**src/rtl/bch_syndrome_trap.sv**
```systemverilog
// Serial syndrome generator and error-trapping sequencer for a 36-parity-bit
// cyclic code. It divides the received codeword by g(x) one bit per cycle.
// It then rotates the syndrome until the external weight checker flags a
// low-weight pattern, or until all N shifts have been examined.
//
// state   | meaning
// --------+-----------------------------------------------------------
// COLLECT | accepting codeword bits, dividing by g(x)
// TRAP    | shifting the syndrome, sampling weight_flag each cycle
// DONE    | holding the trap result until out_ready
module bch_syndrome_trap #(
  parameter int          N     = 72,
  parameter logic [35:0] GPOLY = 36'h000000805
) (
  input  logic        clk,
  input  logic        rst,
  input  logic        in_valid,
  input  logic        in_bit,
  output logic        in_ready,
  output logic [35:0] si,
  input  logic        weight_flag,
  output logic        out_valid,
  input  logic        out_ready,
  output logic        trap_ok,
  output logic [7:0]  trap_shift,
  output logic [35:0] trap_pattern
);

  typedef enum logic [1:0] {
    COLLECT = 2'd0,
    TRAP    = 2'd1,
    DONE    = 2'd2
  } state_t;

  localparam logic [7:0] LAST = 8'(N - 1);

  state_t      state;
  logic [35:0] s;
  logic [7:0]  cnt;
  logic [7:0]  k;

  // One step of the divide-by-g(x) LFSR; the x^36 term of g is implicit.
  function automatic logic [35:0] lfsr_step(input logic [35:0] cur, input logic d);
    return {cur[34:0], d} ^ (cur[35] ? GPOLY : 36'h0);
  endfunction

  assign si = s;

  // Sequencer: the state register, the syndrome, the counters and the registered outputs.
  always_ff @(posedge clk) begin
    if (rst) begin
      state        <= COLLECT;
      s            <= 36'h0;
      cnt          <= 8'h0;
      k            <= 8'h0;
      in_ready     <= 1'b1;
      out_valid    <= 1'b0;
      trap_ok      <= 1'b0;
      trap_shift   <= 8'h0;
      trap_pattern <= 36'h0;
    end else begin
      case (state)
        COLLECT: begin
          if (in_valid) begin
            s <= lfsr_step(s, in_bit);
            if (cnt == LAST) begin
              cnt      <= 8'h0;
              k        <= 8'h0;
              in_ready <= 1'b0;
              state    <= TRAP;
            end else begin
              cnt <= cnt + 8'd1;
            end
          end
        end
        TRAP: begin
          if (weight_flag) begin
            trap_ok      <= 1'b1;
            trap_shift   <= k;
            trap_pattern <= s;
            out_valid    <= 1'b1;
            state        <= DONE;
          end else if (k == LAST) begin
            // All N rotations examined without a low-weight pattern.
            trap_ok      <= 1'b0;
            trap_shift   <= LAST;
            trap_pattern <= 36'h0;
            out_valid    <= 1'b1;
            state        <= DONE;
          end else begin
            s <= lfsr_step(s, 1'b0);
            k <= k + 8'd1;
          end
        end
        DONE: begin
          if (out_ready) begin
            s         <= 36'h0;
            cnt       <= 8'h0;
            k         <= 8'h0;
            out_valid <= 1'b0;
            in_ready  <= 1'b1;
            state     <= COLLECT;
          end
        end
        default: begin
          state <= COLLECT;
        end
      endcase
    end
  end

endmodule

```
**config.mk**
```make
export PLATFORM = sky130hd
export DESIGN_NAME = bch_syndrome_trap
export DESIGN_NICKNAME = d
export VERILOG_FILES = /design/src/rtl/bch_syndrome_trap.sv
export SDC_FILE = /design/constraint.sdc
export NUM_CORES = 1
export LEC_CHECK = 0
export CAP_MARGIN = 20
export CORE_UTILIZATION = 54
export DETAILED_ROUTE_END_ITERATION = 8
export GPL_TIMING_DRIVEN = 0
export PLACE_DENSITY = 0.83
export SETUP_SLACK_MARGIN = 0.5
export SLEW_MARGIN = 0
export SYNTH_ARGS = -nofsm -noshare
export SYNTH_HDL_FRONTEND = slang
export SYNTH_SLANG_ARGS = --single-unit
```
**constraint.sdc**
```tcl
create_clock -name clk -period 6.9 [get_ports clk]
set_clock_uncertainty 0.05 [all_clocks]
set_input_delay 1.035 -clock clk [delete_from_list [all_inputs] [get_ports clk]]
set_output_delay 1.035 -clock clk [all_outputs]
set_load 0.01 [all_outputs]
```
==> run metrics <==
yosys warns 0; Crit path max-delay family buffers and inverters; outcome completed; final non-filler cell total 682; synthesis-to-layout area growth 28.2%; IO Port Bufs 87; number of vias per cell 6.16; R2R cell count 8; Placed Area 0.00517 mm²; kind of critical path in2reg; Hold Path Depth 2; worst reg-to-reg setup slack 4.07 ns; critical path cell sequence clkdlybuf4s50_1 -> nor2b_1 -> clkbuf_1 -> nor3_1 -> clkbuf_1 -> nand4_1 -> a21oi_1; CTS max path bufs 2; post-synth top area cell dfxtp_1; cells taking the most area after synthesis dfxtp_1 48%, a22oi_1 7.2%, nand4_1 6.6%, a21oi_1 5.3%, o21ai_0 4.9%; fraction of layout cells with a size suffix above 1 0.0446; Final Cycle Share 0.452; Tightest Pin Transition 0.910 ns; max cap viols 0; Worst VDD drop 0.000154 V; clock sinks 101; worst hold endpoint cnt[7]$_SDFFE_PP0P_; CP max stage delay 0.79 ns; antenna violations before repair 0; DR pass1 iterations 6; critical path required time 7.15 ns; Synth Area per Inst 8.71 µm²; effective utilization at floorplan 0.567; global-route wire length before repair 18500 µm; setup violators final 0; WL per Instance 16.8 µm; most frequent cell after synthesis dfxtp_1; Worst R2R End si[7]$_SDFFE_PP0P_; total CTS buffers 9; core footprint 0.00737 mm²; Fmax 0.320 GHz; vias in the first global route 3691; number of library cell types mapped by synthesis 48; FF+latch count, synth 101; nets@finish 590; sequential cell area 0.00202 mm²; dpl hpwl 8090 µm; CP max-delay cell nor3_1; drc violations 0; FILL cells 568; gr usage total 0.283; DRT iter0 DRCs 334; Multi-input gate area 0.00193 mm²; Worst path most repeated cell clkbuf_1; Synth async-reset ratio 0; crit path launch out_ready; CTS tree yes; vias 4200; largest net degree at the start of global routing 19; Clock Latency Late Sink 0.38 ns; post-route ant nets 0; Synth top area share 0.484; dpl cells 666; worst min-delay path category reg2reg; critical path data arrival time 3.38 ns; Post-synth top cells 101 x dfxtp_1, 49 x nor2_1, 44 x a21oi_1, 44 x nand4_1, 41 x o21ai_0; total grt overflow 0; Worst-path clk slew 0.09 ns; Util after Layout 0.727; reg2reg start state[0]$_SDFFE_PP0P_; Hold-fix buffers, CTS 0; CTS Root Cell clkbuf_8; Die W 90.0 µm; crit path time final 3.12 ns; Worst Path Max Fanout 10; Final Hold Fails 0; unrepaired setup endpoints after global routing no; H-Tree Depth 3; WP buf/inv 3; max-slew violation count 0; Top FF cell, synth dfxtp_1; Post-synth EDFFs 0; fin area 0.00536 mm²; Leakage Power 1.73 nW; final setup TNS 0 ns; die height 90.0 µm; ant diodes 0; post-CTS setup buffer count 0; Synth Instances 480; Post-Route WL 11400 µm; Slew HR 0.389; # rows 31; Die ar. 0.00809 mm²; CP startpoint kind input port; Seq/Total Area, Yosys 0.484; RD Place Congestion 0.865; worst hold start cnt[7]$_SDFFE_PP0P_; Power Dens Cells 255 mW/mm²; I/O pins 89; Post-Syn Area 0.00418 mm²; CP endpoint kind register; Mapped Nets 492; Total Power 1.37 mW; post-cts sizing count 0
cells by family (layout without fill, tap and decap cells):
| group | Yosys count | in the layout | synth area share |
|---|---|---|---|
| flip-flops | 101 | 101 | 0.484 |
| multiplexers | 4 | 4 | 0.00958 |
| adder cells (fa/ha/maj) | 6 | 6 | 0.0180 |
| buffers and inverters | 57 | 160 | 0.0539 |
| AO/OA/AOI/OAI | 157 | 157 | 0.239 |
| AND/OR/NAND/NOR | 152 | 152 | 0.189 |
| XOR/XNOR | 3 | 3 | 0.00629 |
through the flow:
step / hold WS [ns] / setup slack, ns
2_1_floorplan: 0.402 / 4.43
3_3_place_gp: 0.414 / 3.55
3_5_place_dp: 0.423 / 3.44
4_1_cts: 0.436 / 3.82
5_1_grt: 0.447 / 3.56
6_report: 0.439 / 3.78
sequential cells by signal, summed over array words and instances (netlist names):
| signal | cells |
|---|---|
| trap_ok | 1 |
| si | 36 |
| k | 8 |
| state | 2 |
| trap_pattern | 36 |
| trap_shift | 8 |
| out_valid | 1 |
| cnt | 8 |
| in_ready | 1 |
placed cells by master, fill, tap and decap left out, drive strengths merged, types with 2 or more instances in the layout:
master         synthesis  final
a21oi                 44     44
a22oi                 40     40
a31oi                  4      4
buf                   10     10
clkbuf                39     49
clkdlybuf4s50          0     87
clkinv                 0      4
dfxtp                101    101
ha                     6      6
inv                    8     10
mux2i                  4      4
nand2                 17     17
nand2b                 5      5
nand3                  8      8
nand4                 44     44
nor2                  49     49
nor2b                  3      3
nor3                   6      6
nor4                   4      4
o211ai                 2      2
o21ai                 43     43
o221a                  4      4
o31ai                  7      7
o32a                   2      2
or3                    7      7
or4                    2      2
or4b                   2      2
xor2                   2      2
final cells by class:
class | instances | area share
inverter | 8 | 0.00561
tap | 99 | 0.0231
timing repair buffer | 87 | 0.163
sequential | 101 | 0.377
clock buffer | 10 | 0.0238
clock inverter | 6 | 0.0103
multi-input combinational | 322 | 0.361
buffer | 49 | 0.0364
worst reg2reg max path, stage by stage, from the launching register on:
cell and delay (ns):
dfxtp_1 0.37, inv_1 0.09, ha_1 0.28, nor2b_1 0.16
clkbuf_1 0.20, nor3_1 0.79, clkbuf_1 0.46, nand4_1 0.18
a21oi_1 0.18
worst max path at each step:
stage                                     end  depth (start not counted)
after detailed placement    k[7]$_SDFFE_PP0P_                          7
after floorplan           cnt[5]$_SDFFE_PP0P_                          5
final                      si[7]$_SDFFE_PP0P_                          7
after global placement     si[0]$_SDFFE_PP0P_                          7
after global routing       si[7]$_SDFFE_PP0P_                          7
after CTS                  si[7]$_SDFFE_PP0P_                          7
metal layers:
metal  global-route usage  vias to the layer above  share of wire
met4               0.0995                        0          0.023
met2                0.451                      191           0.46
li1                     -                     1983              -
met5                    0                        -              0
met3               0.0584                       29          0.069
met1                0.382                     1997           0.45
report_power, final:
part	leakage [nW]	internal [mW]	switching, mW
combinational	0.825	0.108	0.276
clock	0.0929	0.138	0.214
sequential	0.815	0.607	0.0232
Note: power is estimated with default switching activity, not from simulation.
